**src/rtl/alu_cmd_sequencer_pkg.sv**
```systemverilog
// Shared definitions for the ALU command sequencer: datapath widths,
// sequencer state encodings and command kinds.
package alu_cmd_sequencer_pkg;

    localparam int DATA_W   = 32;
    localparam int OPCODE_W = 5;

    localparam logic [1:0] SEQ_IDLE    = 2'd0;
    localparam logic [1:0] SEQ_ISSUE   = 2'd1;
    localparam logic [1:0] SEQ_CAPTURE = 2'd2;

    localparam logic CMD_ALU  = 1'b0;
    localparam logic CMD_LOAD = 1'b1;

    function automatic logic is_zero(input logic [DATA_W-1:0] value);
        return (value == {DATA_W{1'b0}});
    endfunction

endpackage

```
**src/rtl/alu_cmd_sequencer_regfile.sv**
```systemverilog
// Operand register file: two combinational read ports, one synchronous
// write port, synchronous reset to zero.
module alu_seq_regfile
    import alu_cmd_sequencer_pkg::*;
#(
    parameter int NUM_REGS   = 4,
    parameter int REG_ADDR_W = 2
) (
    input  logic                  clock_i,
    input  logic                  reset_i,
    input  logic [REG_ADDR_W-1:0] rd_addr_a,
    input  logic [REG_ADDR_W-1:0] rd_addr_b,
    output logic [DATA_W-1:0]     rd_data_a,
    output logic [DATA_W-1:0]     rd_data_b,
    input  logic                  wr_en,
    input  logic [REG_ADDR_W-1:0] wr_addr,
    input  logic [DATA_W-1:0]     wr_data
);

    logic [DATA_W-1:0] regs_r [NUM_REGS];

    // Storage update; reset wins over any write presented on the same edge.
    always_ff @(posedge clock_i) begin
        if (reset_i) begin
            for (int i = 0; i < NUM_REGS; i++) begin
                regs_r[i] <= {DATA_W{1'b0}};
            end
        end else if (wr_en) begin
            regs_r[wr_addr] <= wr_data;
        end
    end

    assign rd_data_a = regs_r[rd_addr_a];
    assign rd_data_b = regs_r[rd_addr_b];

endmodule

```
**src/rtl/alu_cmd_sequencer.sv**
```systemverilog
// Command sequencer feeding a registered ALU: issues operands from the
// register file, captures the result one clock later and writes it back.
module alu_cmd_sequencer
    import alu_cmd_sequencer_pkg::*;
#(
    parameter int NUM_REGS   = 4,
    parameter int REG_ADDR_W = 2
) (
    input  logic                  clock_i,
    input  logic                  reset_i,
    input  logic                  cmd_valid_i,
    output logic                  cmd_ready_o,
    input  logic                  cmd_kind_i,
    input  logic [OPCODE_W-1:0]   cmd_opcode_i,
    input  logic [REG_ADDR_W-1:0] cmd_dst_i,
    input  logic [REG_ADDR_W-1:0] cmd_src_a_i,
    input  logic [REG_ADDR_W-1:0] cmd_src_b_i,
    input  logic [DATA_W-1:0]     cmd_imm_i,
    output logic [OPCODE_W-1:0]   alu_opcode_o,
    output logic [DATA_W-1:0]     alu_a_o,
    output logic [DATA_W-1:0]     alu_b_o,
    input  logic [DATA_W-1:0]     alu_result_i,
    output logic                  res_valid_o,
    output logic [REG_ADDR_W-1:0] res_dst_o,
    output logic [DATA_W-1:0]     res_data_o,
    output logic                  res_zero_o,
    output logic                  busy_o
);

    logic [1:0]            state_r;
    logic [1:0]            state_nxt_s;
    logic [REG_ADDR_W-1:0] dst_r;
    logic [OPCODE_W-1:0]   alu_opcode_r;
    logic [DATA_W-1:0]     alu_a_r;
    logic [DATA_W-1:0]     alu_b_r;
    logic                  res_valid_r;
    logic [REG_ADDR_W-1:0] res_dst_r;
    logic [DATA_W-1:0]     res_data_r;
    logic                  res_zero_r;

    logic                  accept_s;
    logic                  accept_alu_s;
    logic                  accept_load_s;
    logic                  wr_en_s;
    logic [REG_ADDR_W-1:0] wr_addr_s;
    logic [DATA_W-1:0]     wr_data_s;
    logic [DATA_W-1:0]     rd_data_a_s;
    logic [DATA_W-1:0]     rd_data_b_s;

    assign accept_s      = cmd_valid_i && (state_r == SEQ_IDLE);
    assign accept_alu_s  = accept_s && (cmd_kind_i == CMD_ALU);
    assign accept_load_s = accept_s && (cmd_kind_i == CMD_LOAD);

    alu_seq_regfile #(
        .NUM_REGS   (NUM_REGS),
        .REG_ADDR_W (REG_ADDR_W)
    ) u_regfile (
        .clock_i   (clock_i),
        .reset_i   (reset_i),
        .rd_addr_a (cmd_src_a_i),
        .rd_addr_b (cmd_src_b_i),
        .rd_data_a (rd_data_a_s),
        .rd_data_b (rd_data_b_s),
        .wr_en     (wr_en_s),
        .wr_addr   (wr_addr_s),
        .wr_data   (wr_data_s)
    );

    // Single write port shared by ALU write-back (CAPTURE) and load-immediate (IDLE).
    always_comb begin
        wr_en_s   = 1'b0;
        wr_addr_s = cmd_dst_i;
        wr_data_s = cmd_imm_i;
        if (state_r == SEQ_CAPTURE) begin
            wr_en_s   = 1'b1;
            wr_addr_s = dst_r;
            wr_data_s = alu_result_i;
        end else if (accept_load_s) begin
            wr_en_s   = 1'b1;
            wr_addr_s = cmd_dst_i;
            wr_data_s = cmd_imm_i;
        end else begin
            wr_en_s   = 1'b0;
        end
    end

    // Next-state decode of the IDLE -> ISSUE -> CAPTURE cycle.
    always_comb begin
        state_nxt_s = state_r;
        case (state_r)
            SEQ_IDLE: begin
                if (accept_alu_s) begin
                    state_nxt_s = SEQ_ISSUE;
                end else begin
                    state_nxt_s = SEQ_IDLE;
                end
            end
            SEQ_ISSUE:   state_nxt_s = SEQ_CAPTURE;
            SEQ_CAPTURE: state_nxt_s = SEQ_IDLE;
            default:     state_nxt_s = SEQ_IDLE;
        endcase
    end

    // State and destination latch; a reset mid-command simply drops it.
    always_ff @(posedge clock_i) begin
        if (reset_i) begin
            state_r <= SEQ_IDLE;
            dst_r   <= {REG_ADDR_W{1'b0}};
        end else begin
            state_r <= state_nxt_s;
            if (accept_alu_s) begin
                dst_r <= cmd_dst_i;
            end
        end
    end

    // ALU drive registers: loaded only on ALU accept, otherwise held stable.
    always_ff @(posedge clock_i) begin
        if (reset_i) begin
            alu_opcode_r <= {OPCODE_W{1'b0}};
            alu_a_r      <= {DATA_W{1'b0}};
            alu_b_r      <= {DATA_W{1'b0}};
        end else if (accept_alu_s) begin
            alu_opcode_r <= cmd_opcode_i;
            alu_a_r      <= rd_data_a_s;
            alu_b_r      <= rd_data_b_s;
        end
    end

    // Result report mirrors every register-file write, one cycle later.
    always_ff @(posedge clock_i) begin
        if (reset_i) begin
            res_valid_r <= 1'b0;
            res_dst_r   <= {REG_ADDR_W{1'b0}};
            res_data_r  <= {DATA_W{1'b0}};
            res_zero_r  <= 1'b1;
        end else begin
            res_valid_r <= wr_en_s;
            if (wr_en_s) begin
                res_dst_r  <= wr_addr_s;
                res_data_r <= wr_data_s;
                res_zero_r <= is_zero(wr_data_s);
            end
        end
    end

    assign cmd_ready_o  = (state_r == SEQ_IDLE);
    assign busy_o       = (state_r != SEQ_IDLE);
    assign alu_opcode_o = alu_opcode_r;
    assign alu_a_o      = alu_a_r;
    assign alu_b_o      = alu_b_r;
    assign res_valid_o  = res_valid_r;
    assign res_dst_o    = res_dst_r;
    assign res_data_o   = res_data_r;
    assign res_zero_o   = res_zero_r;

endmodule

```
**config.mk**
```make
export PLATFORM = sky130hd
export DESIGN_NAME = alu_cmd_sequencer
export DESIGN_NICKNAME = d
export VERILOG_FILES = /design/src/rtl/alu_cmd_sequencer_pkg.sv /design/src/rtl/alu_cmd_sequencer_regfile.sv /design/src/rtl/alu_cmd_sequencer.sv
export SDC_FILE = /design/constraint.sdc
export NUM_CORES = 1
export LEC_CHECK = 0
export BUFFER_PORTS_ARGS = -buffer_cell sky130_fd_sc_hd__buf_2
export CORE_MARGIN = 4
export CORE_UTILIZATION = 45
export CTS_CLUSTER_SIZE = 8
export DETAILED_ROUTE_END_ITERATION = 10
export HOLD_SLACK_MARGIN = 0.15
export MAX_ROUTING_LAYER = met4
export PLACE_DENSITY_LB_ADDON = 0.2
export SLEW_MARGIN = 20
export SYNTH_ARGS = -nofsm -noshare
export SYNTH_HDL_FRONTEND = slang
export SYNTH_HIERARCHICAL = 1
export SYNTH_SLANG_ARGS = --single-unit
```
**constraint.sdc**
```tcl
create_clock -name clock_i -period 3.6 [get_ports clock_i]
set_input_delay 0.18 -clock clock_i [delete_from_list [all_inputs] [get_ports clock_i]]
set_output_delay 0.18 -clock clock_i [all_outputs]
set_load 0.005 [all_outputs]
```
* Yosys cells after proc, flatten, opt, wreduce, memory -nomap -nowiden
Memories as Yosys holds them, arrays and structs flattened. A register that Yosys moved wholly into a read port is not among the register bits. Cells that the tools add are included.
Operators by class: eq/ne operators 2, multiplexer cells 14, bitwise operators 1, reduce and logical (&&, ||, !) cells 7
Operators with widths (number):
- $mux 32 | 2
- $logic_not 32->1 | 1
- $reduce_or 32->1 | 1
- $mux 1 | 9
- $mux 2 | 2
- $pmux 2 s2 | 1
- $logic_and 1x1->1 | 3
- $eq 2x1->1 const B | 1
- $eq 2x2->1 const B | 1
- $logic_not 2->1 | 1
- $reduce_bool 2->1 | 1
- $not 1->1 | 1
Word-level totals: bits in registers 45, RAM bits 128, input bits 79, output and inout port bits 107, word-level logic and storage cells 32, memories kept 1
Memory list:
- u_regfile.regs_r | depth 4, bits a word 32, read ports 2, clocked after memory_dff 2, write ports 4, line alu_cmd_sequencer_regfile.sv:20 | logic [DATA_W-1:0] regs_r [NUM_REGS];

* Longest topological paths before layout
Gate-level depths: netlist of run 1.
word-level depth 10, depth in mapped cells 8, gate-level depth less buffers 4

* Cells and area by module
Netlist of run 1, hierarchy kept.
By module, submodules not included:
- alu_seq_regfile | times used 1, cells each 356, area each 6402.4 µm², seq. area each 3843.7 µm²
- alu_cmd_sequencer | times used 1, cells each 538, area each 4440.5 µm², seq. area each 2182.1 µm²

* Worst setup path before layout of run 1
Ideal clock, no wire load.
path kind reg2reg, start register state_r[1], end memory u_regfile.regs_r[0][0], enable pin, library setup time 0.428 ns, data arrival time 2.889 ns, data required time 3.172 ns, path slack 0.283 ns, stages on the path, launching flop included 7, buffers on the path 3, clock period less this slack 3.317 ns, cells stage by stage dfxtp_1 -> buf_2 -> and2b_4 -> buf_6 -> buf_6 -> mux2_1 -> o21bai_1
RTL lines:
- start, declared | line alu_cmd_sequencer.sv:30 | logic [1:0] state_r;
- start signal, assigned | line alu_cmd_sequencer.sv:110 | state_r <= state_nxt_s;
- end, declared | line alu_cmd_sequencer_regfile.sv:20

* Worst setup path in the final report of run 1
start register state_r[1], end register res_data_r[12], in the netlist res_data_o[12]
Between the ends: elaborated cells on any way between the ends 7, those cells by class eq/ne (1); mux (3); reduce/logical (3)
RTL lines:
- $eq 2x2->1 | line alu_cmd_sequencer.sv:74 | if (state_r == SEQ_CAPTURE) begin
- $mux 32 | line alu_cmd_sequencer.sv:74
- named net wr_data_s[12] | line alu_cmd_sequencer.sv:46 | logic [DATA_W-1:0] wr_data_s;
- end signal, assigned | line alu_cmd_sequencer.sv:135 | res_data_r <= {DATA_W{1'b0}};
- end signal, assigned | line alu_cmd_sequencer.sv:141 | res_data_r <= wr_data_s;
- end, declared | line alu_cmd_sequencer.sv:38 | logic [DATA_W-1:0] res_data_r;
The timed path passes the listed nets, and every way through them passes these cells. A chain may end at the register's enable or synchronous reset.

==> results.toml, run 1 <==
[finish]
instances_no_fill = 1422
syn2layout_area_growth_pct = 20.4
final_common_cell = "buf_2"
layout.cells.most_common_list = "buf_2 (184), nand2_1 (176), edfxtp_1 (128), dfxtp_1 (108), a21oi_1 (102)"
drive_gt1_share_pct = 33.9
fin_util_pct = 55.3
antenna_cells = 0
nets = 1156
finalInstanceArea_um2 = 13100

[timing]
period_share_pct = 70.9
setup_ws_ps = 1050
fmax_ghz = 0.392
period_minus_slack_ps = 2550
slew_headroom_pct = 35.3
hold_violations = 0
worstMarginPinSlew_ps = 971
maxSlewViolCount = 0
skew_ps = 9.06
rsz0062_at_grt = "no"
setup_violations = 0
fin_tns_setup_ps = 0

[place]
dpl.cell_count = 1348
port_buffers = 185
hpwl_um = 19000
dp_slack_ps = 1080
place_congestion = 0.786
place_area_um2 = 11900

[clock_tree]
ctsHoldBuffers = 11
cts_root_buf = "clkbuf_16"
cts_buffers = 35
htreeDepth = 2
cts_setup_buffers = 0
cts_max_path_buffers = 3
cts_tree = "done"
cts.sinks = 237
cts_resized = 0
clk_pin_slew_ps = 50
clock_latency_ps = 500

[synth]
synth-async-reset-ratio_pct = 0
synth.distinct_cells = 37
ys_warn_count = 6
ys.flop_type = "edfxtp_1"
synth_edf_count = 128
postSynthCellCount = 894
synth_area_um2 = 10800
syn_nets = 973
ys_seq_area_share_pct = 55.6
ys_ff_latch = 237
syn_avg_cell_area_um2 = 12.1

[worst_setup_path]
crit_chain = "and2b_4, buf_4, mux2_2, dlygate4sd3_1, nand2_1, a21oi_1"
crit_type = "register to register"
crit_path_start_kind = "register"
cp.required_ps = 3950
arrival_ps = 2900
endpoint_kind = "register"
crit_fanout = 31
cpPeakStageDelay_ps = 590
cp_slowest_cell = "dlygate4sd3_1"

[global_route]
grt_pass1_vias = 7736
antenna_found_initial = 0
use_met1_pct = 30.4
grt_pass1_wl_um = 44900
gr-usage-all-layers_pct = 22.6
grt_use_met3_pct = 4.09
busiest_layer = "met2"
grt-ovfl-total = 0
grtUsageMet2_pct = 35.1
grt_max_degree = 73

[pwr]
peakVddDrop_mv = 0.363
powerDensity_nw_per_um2 = 517
leakagePower_uw = 0.00510

[worst_hold_path]
hp-class = "input pin to register"

[outcome]
status = "complete, no violations"

[drt]
drtPass1Iterations = 5
route.detailed.drc = 0
wirelength_um = 29700
vias = 7775
detail-route-antenna-nets = 0
first_iter_violations = 494
wire_per_inst_um = 20.9
vias_per_cell = 5.47

[die]
start_util_pct = 45.9
row_count = 56
die_w_um = 163
dieArea_um2 = 26600
coreArea_um2 = 23600
io_pins = 186
die_h_um = 163

[run]
cap_violations = 0
## where the power goes
part	leakage, µW	internal [µW]	switching, µW	total [µW]
logic	0.00238	284	369	653
registers	0.00223	3000	66.7	3060
clock network	0.000489	1900	1140	3040
## kinds of logic (layout without fill, tap and decap cells)
group	count (synthesis)	count (layout)	synth area share (%)
muxes	99	99	16.9
buffers and inverters	71	280	4.06
AOI/OAI and AO/OA	145	145	7.03
DFF	237	237	55.6
and+or+nand+nor	342	342	16.4
## critical path, delay by kind of cell, from the launching register on
family | cells | cell delay [ps]
buffers and inverters | 2 | 1000
DFF | 1 | 520
muxes | 1 | 430
and+or+nand+nor | 2 | 380
AOI/OAI and AO/OA | 1 | 50
## worst paths after layout
| check | end | cells past startpoint | from | slack [ps] |
|---|---|---|---|---|
| max | res_data_o[12] | 6 | state_r[1] | 1050 |
| min | res_data_o[13] | 4 | cmd_imm_i[13] | 180 |
| max reg2reg | res_data_o[12] | 6 | state_r[1] | 1050 |
| min reg2reg | alu_a_o[15] | 2 | alu_a_o[15] | 450 |
## per-layer routing
layer  vias up  share of wire [%]
met5         -                  0
met4         0                3.0
met3        56                6.8
met2       307                 47
met1      3825                 43
li1       3587                  -
## state kept, by name, summed over array words and instances, names as in the netlist
register / cells
res_zero_o: 1
alu_b_o: 32
alu_a_o: 32
res_data_o: 32
dst_r: 2
alu_opcode_o: 5
res_dst_o: 2
state_r: 2
res_valid_o: 1
u_regfile/regs_r: 128
## through the flow
step           hold WS, ps  power [µW]
2_1_floorplan          316        3500
3_3_place_gp           421        3750
3_5_place_dp           427        3760
4_1_cts                162        6820
5_1_grt                199        7030
6_report               179        6760
## cell usage after synthesis (12+ instances only)
library cell | count | area share, %
nand2_1 | 176 | 6.1
edfxtp_1 | 128 | 35
dfxtp_1 | 109 | 20
a21oi_1 | 102 | 4.7
and2_1 | 96 | 5.5
mux4_2 | 64 | 13
o21ai_0 | 33 | 1.5
and2_2 | 32 | 2.2
clkbuf_1 | 29 | 1.0
mux2_2 | 22 | 2.3
buf_6 | 20 | 2.1
nor4_1 | 14 | 0.81
mux2_1 | 12 | 1.2
## final cells by class
cell class | instances | area [µm²]
Timing Repair Buffer | 214 | 1190
Inverter | 3 | 11.3
Tap cell | 319 | 399
Clock inverter | 1 | 5.00
Multi-Input combinational cell | 586 | 4410
Sequential cell | 237 | 6030
Clock buffer | 62 | 1020
Fill cell | 2065 | 10600
(Power assumes the default switching activity.)
==> run 2: changes to the inputs <==
- ABC_AREA: unset -> 1
- clock period: 3.6 -> 2.41 ns (I/O delays scaled with it)
==> results.toml, run 2 <==
[pwr]
powerDensity_nw_per_um2 = 726
leakagePower_uw = 0.00715
peakVddDrop_mv = 0.458

[worst_setup_path]
r2r_start = "state_r[1]"
crit_end = "res_zero_o"
cp.required_ps = 2850
crit_top_cell = "nand2_1"
critPathLaunch = "state_r[1]"
crit_path_start_kind = "register"
arrival_ps = 2720
cpPeakStageDelay_ps = 600
endpoint_kind = "register"
crit_fanout = 22
crit_chain = "nand2_1, buf_4, nand2_1, nand2_1, dlygate4sd3_1, nor2_1, nand2_1, nor2_1, nand3_1, nand2_1"
r2r-end = "res_zero_o"
r2r_cells = 10
reg2reg_slack_ps = 130
crit_type = "register to register"
cp_slowest_cell = "dlygate4sd3_1"

[timing]
setup_ws_ps = 129
worstMarginPinSlew_ps = 614
skew_ps = 10.5
hold_violations = 0
slew_headroom_pct = 59.0
period_minus_slack_ps = 2280
setup_violations = 0
fmax_ghz = 0.438
maxSlewViolCount = 0
rsz0062_at_grt = "no"
period_share_pct = 94.6

[global_route]
gr-usage-all-layers_pct = 23.6
grt-ovfl-total = 0
grt_pass1_vias = 10100
grt_pass1_wl_um = 53200
antenna_found_initial = 0
grt_max_degree = 67

[clock_tree]
clk_pin_slew_ps = 50
htreeDepth = 2
cts_setup_buffers = 0
cts_root_buf = "clkbuf_16"
cts_tree = "done"
cts_max_path_buffers = 3
clock_latency_ps = 490
cts.sinks = 237
cts_buffers = 35

[synth]
synth_top_family_by_area = "simple AND/OR/NAND/NOR gates"
postSynthCellCount = 1545
synth_fa_ha_area_share_pct = 0
syn_nets = 1624
synthSimpleGateAreaFrac_pct = 26.1
synth-async-reset-ratio_pct = 0
yosys.area.top_type = "edfxtp_1"
ys.flop_type = "edfxtp_1"
ys_ff_latch = 237
synth.distinct_cells = 20
synth_compound_area_share_pct = 9.10
syn_avg_cell_area_um2 = 7.49
synth_area_um2 = 11600
ys_seq_area_share_pct = 52.1
yosys-top-cells-count = "nand2_1 (429), inv_1 (264), nand3_1 (140)"
synth.most_common_cell = "nand2_1"
synth_xor_area_share_pct = 0
synth_area_leaders = "edfxtp_1 (33%), dfxtp_1 (19%), nand2_1 (14%)"
yosysTopAreaCellShare_pct = 33.2
ys_warn_count = 6
synth_edf_count = 128
muxShareOfSynthArea_pct = 0

[place]
dp_slack_ps = 295
port_buffers = 185
place_congestion = 0.871
place_area_um2 = 12800
hpwl_um = 21300

[finish]
antenna_cells = 0
top_register = "u_regfile/regs_r"
final_common_cell = "nand2_1"
finalInstanceArea_um2 = 14500
syn2layout_area_growth_pct = 25.6
nets = 1849
largest_register_ffs = 128
layout.cells.most_common_list = "nand2_1 (427), inv_1 (263), buf_2 (185), nand3_1 (140), edfxtp_1 (128)"
drive_gt1_share_pct = 15.2
fin_util_pct = 57.5

[die]
io_pins = 186
start_util_pct = 45.8
dieArea_um2 = 28300
die_w_um = 168
die_h_um = 168
coreArea_um2 = 25300
row_count = 58

[drt]
wire_per_inst_um = 15.7
first_iter_violations = 861
route.detailed.drc = 0
drtPass1Iterations = 6
wirelength_um = 33200
vias_per_cell = 5.02
vias = 10700
detail-route-antenna-nets = 0

[run]
cap_violations = 0

[outcome]
status = "complete, no violations"

[worst_hold_path]
hp-class = "input pin to register"
run 2: stage by stage:
step | cells | TNS, ps | hold slack, ps | power (µW)
global route | 2124 | 0 | 184 | 11000
floorplan | 1545 | -3050 | 288 | 5460
detailed placement | 1996 | 0 | 410 | 5970
finish | 2124 | 0 | 174 | 10600
global placement | 1996 | 0 | 398 | 5960
CTS | 2124 | 0 | 154 | 10600
run 2: power by group:
| group | switching, µW | internal, µW | leakage [µW] |
|---|---|---|---|
| clock network | 1690 | 2860 | 0.000490 |
| registers | 101 | 4520 | 0.00222 |
| logic | 867 | 522 | 0.00444 |
run 2: worst min path at each step:
stage | start | end | slack, ps | cells past startpoint
2_1_floorplan | cmd_imm_i[24] | res_data_o[24] | 290 | 2
3_3_place_gp | cmd_opcode_i[4] | alu_opcode_o[4] | 400 | 3
3_5_place_dp | cmd_opcode_i[4] | alu_opcode_o[4] | 410 | 3
4_1_cts | alu_result_i[30] | u_regfile/regs_r[0][30] | 150 | 5
5_1_grt | alu_result_i[10] | res_data_o[10] | 180 | 5
6_report | alu_result_i[30] | u_regfile/regs_r[0][30] | 170 | 5
run 2: per-layer routing:
layer	share of wire, %	vias to the layer above	global-route usage (%)
met4	1.6	0	5.33
li1	-	5313	-
met1	45	4851	32.5
met5	0	-	-
met2	46	460	37.2
met3	8.3	41	3.87
run 2: logic make-up after synthesis:
group / count (synthesis)
compound gates: 206
buf+inv: 366
flops: 237
simple gates: 736
run 2: final cells by class:
cell class | instances | area (µm²)
timing repair buffer | 284 | 1970
clock buffer | 61 | 1030
multi-input combinational | 942 | 4090
inverter | 270 | 1010
sequential | 237 | 6030
fill | 2345 | 10700
tap | 330 | 413
run 2: repair_timing:
action,4_1_cts,5_1_grt
hold buffers,67,0
endpoints found under the setup margin,0,3
resized for setup,0,1
endpoints found under the hold margin,43,0
run 2: critical path: cells and delay by family (launching register included):
family	cells	cell delay (ps)
simple gates	8	880
buf+inv	2	870
flops	1	480
